$ cat src/rtl/mips_pkg.sv
// Types and constants shared by the MIPS pipeline stages: opcodes, ALU ops and the ID/EX control bundle.
// Defining DECODE_STAGE_JUMP_EN adds the jump bit to the control bundle.
package mips_pkg;

  localparam int REG_DIR_W = 5;
  localparam int OPCODE_W  = 6;

  localparam logic [OPCODE_W-1:0] OP_RTYPE = 6'b000000;
  localparam logic [OPCODE_W-1:0] OP_J     = 6'b000010;
  localparam logic [OPCODE_W-1:0] OP_JAL   = 6'b000011;
  localparam logic [OPCODE_W-1:0] OP_BEQ   = 6'b000100;
  localparam logic [OPCODE_W-1:0] OP_BNE   = 6'b000101;
  localparam logic [OPCODE_W-1:0] OP_ADDI  = 6'b001000;
  localparam logic [OPCODE_W-1:0] OP_SLTI  = 6'b001010;
  localparam logic [OPCODE_W-1:0] OP_ANDI  = 6'b001100;
  localparam logic [OPCODE_W-1:0] OP_ORI   = 6'b001101;
  localparam logic [OPCODE_W-1:0] OP_LUI   = 6'b001111;
  localparam logic [OPCODE_W-1:0] OP_LW    = 6'b100011;
  localparam logic [OPCODE_W-1:0] OP_SW    = 6'b101011;

  typedef enum logic [2:0] {
    ALU_ADD   = 3'd0,
    ALU_SUB   = 3'd1,
    ALU_RTYPE = 3'd2,
    ALU_AND   = 3'd3,
    ALU_OR    = 3'd4,
    ALU_SLT   = 3'd5,
    ALU_LUI   = 3'd6
  } alu_op_t;

  typedef enum logic [1:0] {
    IMM_SIGN,
    IMM_ZERO,
    IMM_UPPER,
    IMM_PC
  } imm_sel_t;

  typedef enum logic [1:0] {
    WDIR_RD,
    WDIR_RT,
    WDIR_ZERO,
    WDIR_LINK
  } wdir_sel_t;

  typedef struct packed {
    logic    reg_write;
    logic    mem_read;
    logic    mem_write;
    logic    mem_to_reg;
    logic    alu_src;
    logic    branch;
    logic    bne;
`ifdef DECODE_STAGE_JUMP_EN
    logic    jump;
`endif
    alu_op_t alu_op;
  } ctrl_t;

  localparam ctrl_t CTRL_BUBBLE = '0;

  // rt is read only by these formats; everywhere else it names the destination.
  function automatic logic is_rt_source(input logic [OPCODE_W-1:0] opcode);
    return (opcode == OP_RTYPE) || (opcode == OP_SW) ||
           (opcode == OP_BEQ)   || (opcode == OP_BNE);
  endfunction

endpackage

$ cat src/rtl/control_decoder.sv
// Combinational opcode-to-control map for the decode stage.
// J/JAL are decoded only when DECODE_STAGE_JUMP_EN is defined; otherwise they are illegal.
module control_decoder
  import mips_pkg::*;
(
  input  logic [OPCODE_W-1:0] opcode,
  output ctrl_t               ctrl,
  output imm_sel_t            imm_sel,
  output wdir_sel_t           wdir_sel,
  output logic                rt_is_src,
  output logic                illegal
);

  always_comb begin
    // NOTE: every output is defaulted before the case so no opcode path can infer a latch.
    ctrl     = CTRL_BUBBLE;
    imm_sel  = IMM_SIGN;
    wdir_sel = WDIR_ZERO;
    illegal  = 1'b0;

    case (opcode)
      OP_RTYPE: begin
        ctrl.reg_write = 1'b1;
        ctrl.alu_op    = ALU_RTYPE;
        wdir_sel       = WDIR_RD;
      end
      OP_LW: begin
        ctrl.reg_write  = 1'b1;
        ctrl.mem_read   = 1'b1;
        ctrl.mem_to_reg = 1'b1;
        ctrl.alu_src    = 1'b1;
        ctrl.alu_op     = ALU_ADD;
        wdir_sel        = WDIR_RT;
      end
      OP_SW: begin
        ctrl.mem_write = 1'b1;
        ctrl.alu_src   = 1'b1;
        ctrl.alu_op    = ALU_ADD;
      end
      OP_BEQ: begin
        ctrl.branch = 1'b1;
        ctrl.alu_op = ALU_SUB;
      end
      OP_BNE: begin
        ctrl.branch = 1'b1;
        ctrl.bne    = 1'b1;
        ctrl.alu_op = ALU_SUB;
      end
      OP_ADDI: begin
        ctrl.reg_write = 1'b1;
        ctrl.alu_src   = 1'b1;
        ctrl.alu_op    = ALU_ADD;
        wdir_sel       = WDIR_RT;
      end
      OP_SLTI: begin
        ctrl.reg_write = 1'b1;
        ctrl.alu_src   = 1'b1;
        ctrl.alu_op    = ALU_SLT;
        wdir_sel       = WDIR_RT;
      end
      OP_ANDI: begin
        ctrl.reg_write = 1'b1;
        ctrl.alu_src   = 1'b1;
        ctrl.alu_op    = ALU_AND;
        imm_sel        = IMM_ZERO;
        wdir_sel       = WDIR_RT;
      end
      OP_ORI: begin
        ctrl.reg_write = 1'b1;
        ctrl.alu_src   = 1'b1;
        ctrl.alu_op    = ALU_OR;
        imm_sel        = IMM_ZERO;
        wdir_sel       = WDIR_RT;
      end
      OP_LUI: begin
        ctrl.reg_write = 1'b1;
        ctrl.alu_src   = 1'b1;
        ctrl.alu_op    = ALU_LUI;
        imm_sel        = IMM_UPPER;
        wdir_sel       = WDIR_RT;
      end
`ifdef DECODE_STAGE_JUMP_EN
      OP_J: begin
        ctrl.jump = 1'b1;
      end
      // JAL links through the ALU: EX passes the immediate (PC+4) straight to $31.
      OP_JAL: begin
        ctrl.jump      = 1'b1;
        ctrl.reg_write = 1'b1;
        ctrl.alu_op    = ALU_ADD;
        imm_sel        = IMM_PC;
        wdir_sel       = WDIR_LINK;
      end
`endif
      default: illegal = 1'b1;
    endcase
  end

  assign rt_is_src = is_rt_source(opcode);

endmodule

$ cat src/rtl/decode_stage.sv
// MIPS ID stage: register-bank addressing, opcode decode, load-use stall and the ID/EX pipeline register.
// Defining DECODE_STAGE_JUMP_EN adds J/JAL decode and the o_jump / o_jump_target outputs.
module decode_stage
  import mips_pkg::*;
#(
  parameter int SIZE          = 32,
  parameter int NUM_REGISTERS = 32,
  parameter int SIZE_REG_DIR  = REG_DIR_W
) (
  input  logic                    clk,
  input  logic                    rst,
  input  logic [SIZE-1:0]         i_instr,
  input  logic [SIZE-1:0]         i_pc_plus4,
  input  logic                    i_valid,
  input  logic                    i_flush,
  input  logic                    i_ex_mem_read,
  input  logic [SIZE_REG_DIR-1:0] i_ex_wdir,
  output logic [SIZE_REG_DIR-1:0] o_dir_regA,
  output logic [SIZE_REG_DIR-1:0] o_dir_regB,
  input  logic [SIZE-1:0]         i_reg_A,
  input  logic [SIZE-1:0]         i_reg_B,
  output logic                    o_stall,
  output logic                    o_valid,
  output logic                    o_reg_write,
  output logic                    o_mem_read,
  output logic                    o_mem_write,
  output logic                    o_mem_to_reg,
  output logic                    o_alu_src,
  output logic                    o_branch,
  output logic                    o_bne,
  output logic [2:0]              o_alu_op,
  output logic [SIZE_REG_DIR-1:0] o_rs,
  output logic [SIZE_REG_DIR-1:0] o_rt,
  output logic [SIZE_REG_DIR-1:0] o_wdir,
  output logic [SIZE-1:0]         o_reg_A,
  output logic [SIZE-1:0]         o_reg_B,
  output logic [SIZE-1:0]         o_imm,
  output logic [SIZE-1:0]         o_pc_plus4,
  output logic                    o_illegal
`ifdef DECODE_STAGE_JUMP_EN
  ,
  output logic                    o_jump,
  output logic [SIZE-1:0]         o_jump_target
`endif
);

  localparam logic [SIZE_REG_DIR-1:0] LINK_REG = SIZE_REG_DIR'(NUM_REGISTERS - 1);

  logic [SIZE_REG_DIR-1:0] rs, rt, rd;
  logic [15:0]             imm16;

  assign rs    = i_instr[21 +: SIZE_REG_DIR];
  assign rt    = i_instr[16 +: SIZE_REG_DIR];
  assign rd    = i_instr[11 +: SIZE_REG_DIR];
  assign imm16 = i_instr[15:0];

  assign o_dir_regA = rs;
  assign o_dir_regB = rt;

  ctrl_t     dec_ctrl;
  imm_sel_t  imm_sel;
  wdir_sel_t wdir_sel;
  logic      rt_is_src;
  logic      dec_illegal;

  control_decoder u_control_decoder (
    .opcode    (i_instr[SIZE-1 -: OPCODE_W]),
    .ctrl      (dec_ctrl),
    .imm_sel   (imm_sel),
    .wdir_sel  (wdir_sel),
    .rt_is_src (rt_is_src),
    .illegal   (dec_illegal)
  );

  // A flushed instruction is dead, so it never holds up the front end.
  logic load_pending, hit_rs, hit_rt;

  assign load_pending = i_valid && !i_flush && i_ex_mem_read && (i_ex_wdir != '0);
  assign hit_rs       = (i_ex_wdir == rs);
  assign hit_rt       = (i_ex_wdir == rt) && rt_is_src;
  assign o_stall      = load_pending && (hit_rs || hit_rt);

  logic [SIZE-1:0]         imm_ext;
  logic [SIZE_REG_DIR-1:0] wdir;

  always_comb begin
    imm_ext = {{(SIZE-16){imm16[15]}}, imm16};
    case (imm_sel)
      IMM_ZERO:  imm_ext = {{(SIZE-16){1'b0}}, imm16};
      IMM_UPPER: imm_ext = {imm16, {(SIZE-16){1'b0}}};
      IMM_PC:    imm_ext = i_pc_plus4;
      default:   imm_ext = {{(SIZE-16){imm16[15]}}, imm16};
    endcase
  end

  always_comb begin
    wdir = '0;
    case (wdir_sel)
      WDIR_RD:   wdir = rd;
      WDIR_RT:   wdir = rt;
      WDIR_LINK: wdir = LINK_REG;
      default:   wdir = '0;
    endcase
  end

  logic  squash;
  ctrl_t ctrl_q;

  assign squash = !i_valid || i_flush || o_stall;

  // Data fields are captured on every non-reset edge; a bubble only clears the control side.
  // NOTE: sequential state is written with non-blocking assignments so every register samples pre-edge values.
  always_ff @(posedge clk) begin
    if (rst) begin
      ctrl_q     <= CTRL_BUBBLE;
      o_valid    <= 1'b0;
      o_illegal  <= 1'b0;
      o_rs       <= '0;
      o_rt       <= '0;
      o_wdir     <= '0;
      o_reg_A    <= '0;
      o_reg_B    <= '0;
      o_imm      <= '0;
      o_pc_plus4 <= '0;
`ifdef DECODE_STAGE_JUMP_EN
      o_jump_target <= '0;
`endif
    end else begin
      o_rs       <= rs;
      o_rt       <= rt;
      o_wdir     <= wdir;
      o_reg_A    <= i_reg_A;
      o_reg_B    <= i_reg_B;
      o_imm      <= imm_ext;
      o_pc_plus4 <= i_pc_plus4;
`ifdef DECODE_STAGE_JUMP_EN
      o_jump_target <= {i_pc_plus4[SIZE-1 -: 4], i_instr[25:0], 2'b00};
`endif
      if (squash) begin
        ctrl_q    <= CTRL_BUBBLE;
        o_valid   <= 1'b0;
        o_illegal <= 1'b0;
      end else if (dec_illegal) begin
        ctrl_q    <= CTRL_BUBBLE;
        o_valid   <= 1'b0;
        o_illegal <= 1'b1;
      end else begin
        ctrl_q    <= dec_ctrl;
        o_valid   <= 1'b1;
        o_illegal <= 1'b0;
      end
    end
  end

  assign o_reg_write  = ctrl_q.reg_write;
  assign o_mem_read   = ctrl_q.mem_read;
  assign o_mem_write  = ctrl_q.mem_write;
  assign o_mem_to_reg = ctrl_q.mem_to_reg;
  assign o_alu_src    = ctrl_q.alu_src;
  assign o_branch     = ctrl_q.branch;
  assign o_bne        = ctrl_q.bne;
  assign o_alu_op     = ctrl_q.alu_op;
`ifdef DECODE_STAGE_JUMP_EN
  assign o_jump       = ctrl_q.jump;
`endif

endmodule

$ cat config.mk
export PLATFORM = sky130hd
export DESIGN_NAME = decode_stage
export DESIGN_NICKNAME = d
export VERILOG_FILES = /design/src/rtl/mips_pkg.sv /design/src/rtl/control_decoder.sv /design/src/rtl/decode_stage.sv
export SDC_FILE = /design/constraint.sdc
export NUM_CORES = 1
export LEC_CHECK = 0
export CAP_MARGIN = 20
export CORE_ASPECT_RATIO = 0.6
export CORE_UTILIZATION = 31
export CTS_BUF_LIST = sky130_fd_sc_hd__clkbuf_8
export DETAILED_ROUTE_END_ITERATION = 6
export PLACE_DENSITY = 0.79
export SYNTH_ARGS = -nofsm -noshare
export SYNTH_HDL_FRONTEND = slang
export SYNTH_SLANG_ARGS = --single-unit
$ cat constraint.sdc
create_clock -name clk -period 1.6 [get_ports clk]
set_input_delay 0.32 -clock clk [delete_from_list [all_inputs] [get_ports clk]]
set_output_delay 0.32 -clock clk [all_outputs]
set_load 0.02 [all_outputs]
==> impl_metrics.yaml <==
outcome:
  status: "finished with violations"
  violations: "setup timing"
drt:
  drt_iter0_drc: 192
  drc: 0
  ant_nets: 0
  wirelength_um: 14600
  avgViaCountPerCell: 4.26
  drt_first_pass_iters: 6
  num_vias: 4069
  wire_per_inst_um: 15.2
global_route:
  antenna_found_initial: 0
  grt_overflow: 0
  grt_pass1_wl_um: 22300
  grt_max_degree: 110
  grt_pass1_vias: 4116
  grtUsageTotal_pct: 18.7
sta:
  hold_violations: 0
  final-setup-viol-count: 1
  max_slew_margin_pct: 68.3
  worst_pin_slew_ns: 0.476
  setup_slack_ns: -0.302
  period_share_pct: 119
  rsz0062_at_grt: "true"
  drv_slew: 0
  maxClockFrequency_mhz: 526
  finalHoldWorstSlack_ns: 0.285
  period_minus_slack_ns: 1.90
synthesis:
  yosysTopAreaCell: "dfxtp_1"
  ys_seq_area_share_pct: 66.3
  syn_inst: 415
  synth_warnings: 0
  syn-num-nets: 553
  synthesis.area_um2: 4650
  synth_cell_type_count: 38
  syn_area_per_cell_um2: 11.2
  synth-seq-cells: 154
  yosysTopAreaCellShare_pct: 66.3
  synthTopCellsByArea: "dfxtp_1 (66%), nor2b_1 (14%), buf_4 (1.8%), nor2_1 (1.7%), clkbuf_1 (1.6%)"
  synthFlopType: "dfxtp_1"
  async_reset_ff_share_pct: 0
  synth_edf_count: 0
setup_path:
  cp_data_arrival_time_ns: 1.58
  critPathCaptureType: "output port"
  crit_fanout: 2
  worstPathRequired_ns: 1.28
  startpoint_type: "input port"
  critPathKind: "input port to output port"
power:
  clockPowerShare_pct: 35.5
  ir_drop_mv: 0.498
  switchingPower_uw: 2190
  power_frac_comb_pct: 15.2
  p_leak_uw: 0.00391
  p_per_area_nw_per_um2: 992
  swShare_pct: 26.5
  seqPwrFrac_pct: 49.3
  internal-power_uw: 6060
layout:
  layout_common_cells: "dlygate4sd2_1 (170), dfxtp_1 (154), clkdlybuf4s50_1 (122), nor2b_1 (105), buf_4 (36)"
  instances_no_fill: 955
  area_growth_pct: 78.8
  layout.core_utilization_pct: 57.1
  drive_gt1_share_pct: 12.9
  seq_area_um2: 3080
  multiInputGateArea_um2: 1450
  diodes: 0
  nFillCells: 1265
  layout_commonest_cell: "dlygate4sd2_1"
  nNetsFinal: 882
clocking:
  postCtsHoldBufs: 0
  cts.sinks: 154
  cts_tree: "yes"
  cts.root.buffer_cell: "clkbuf_8"
  cts.clk_slew.worst_paths_ns: 0.09
  htree_num_levels: 4
  clockBufferDepth: 2
  cts_buffers: 17
floorplan:
  coreArea_um2: 14500
  boundaryPins: 304
  initial_core_util_pct: 32.0
  die_x_um: 160
  dieHeight_um: 96.9
  die_area_um2: 15500
  rows: 34
placement:
  dp_hpwl_um: 11200
  io_buffers: 303
  dp_cells: 921
  place_congestion: 0.936
min_path:
  hold_path_class: "input port to register"
run:
  cap_violations: 0
## power by group through the flow
stage	logic (µW)	clock network, µW	registers (µW)
final	1250	2930	4060
after global routing	1320	3220	4080
after CTS	1250	3040	4070
after detailed placement	1390	0	4170
after global placement	1360	0	4160
after floorplan	270	0	4410
## cell type report
cell class              count  share of cell area, %
well taps                 198                   2.98
clock inverters            12                   1.53
inverters                   5                  0.226
repair buffers            341                   37.4
clock buffers              20                   3.31
flip-flops and latches    154                   37.1
multi-input cells         225                   17.4
## repair_timing
item,4_1_cts,5_1_grt
cloned,0,0
setup buffers,3,0
pin swaps,9,4
endpoints found under the hold margin,0,0
setup endpoints to repair,176,28
resized for setup,205,15
## metal layers
| layer | up-vias | GRT usage, % | part of all wire, % |
|---|---|---|---|
| met4 | 0 | 6.08 | 1.4 |
| met3 | 17 | 6.48 | 8.2 |
| met1 | 1885 | 23.2 | 44 |
| met2 | 187 | 30.5 | 46 |
| li1 | 1980 | - | - |
| met5 | - | 0 | 0 |
## path summary, 6_finish.rpt
check       to          from  slack, ns  cells past startpoint
max    o_stall  i_ex_wdir[4]      -0.30                      6
min    o_rs[3]   i_instr[24]       0.29                      2
## critical path, cell delays in order
cell and delay, ns:
buf_6 0.09, or4_4 0.52, o2111a_2 0.32, nand4_4 0.11, o21ai_4 0.07, buf_6 0.14
## kinds of logic (layout without fill, tap and decap cells)
family	count (synthesis)	count (layout)	synth area share, %
AND/OR/NAND/NOR	177	177	22.2
flip-flops	154	154	66.3
AO/OA/AOI/OAI	37	37	5.65
buffers and inverters	36	378	3.79
XOR/XNOR	11	11	2.07
## Yosys cell counts (2+ instances only)
| library cell | instances |
|---|---|
| dfxtp_1 | 154 |
| nor2b_1 | 105 |
| nor2_1 | 21 |
| clkbuf_1 | 20 |
| nand2_1 | 19 |
| o21ai_0 | 14 |
| buf_4 | 11 |
| xor2_1 | 8 |
| a21o_1 | 6 |
| and3_1 | 6 |
| nor3_1 | 6 |
| a21oi_1 | 5 |
| a22o_1 | 4 |
| inv_1 | 4 |
| nand3_1 | 4 |
| xnor2_1 | 3 |
| a211oi_2 | 2 |
| nand2b_1 | 2 |
| nor4_1 | 2 |
## per-stage QoR
stage	total power, µW	area [µm²]	TNS (ns)	setup slack (ns)
floorplan	4680	4650	-0.0297	-0.0297
global placement	5520	8070	-18.91	-1.02
detailed placement	5550	8070	-22.64	-1.03
CTS	8350	8310	-0.295	-0.295
global route	8620	8310	-0.337	-0.337
finish	8250	8310	-0.302	-0.302
(Power assumes the default switching activity.)
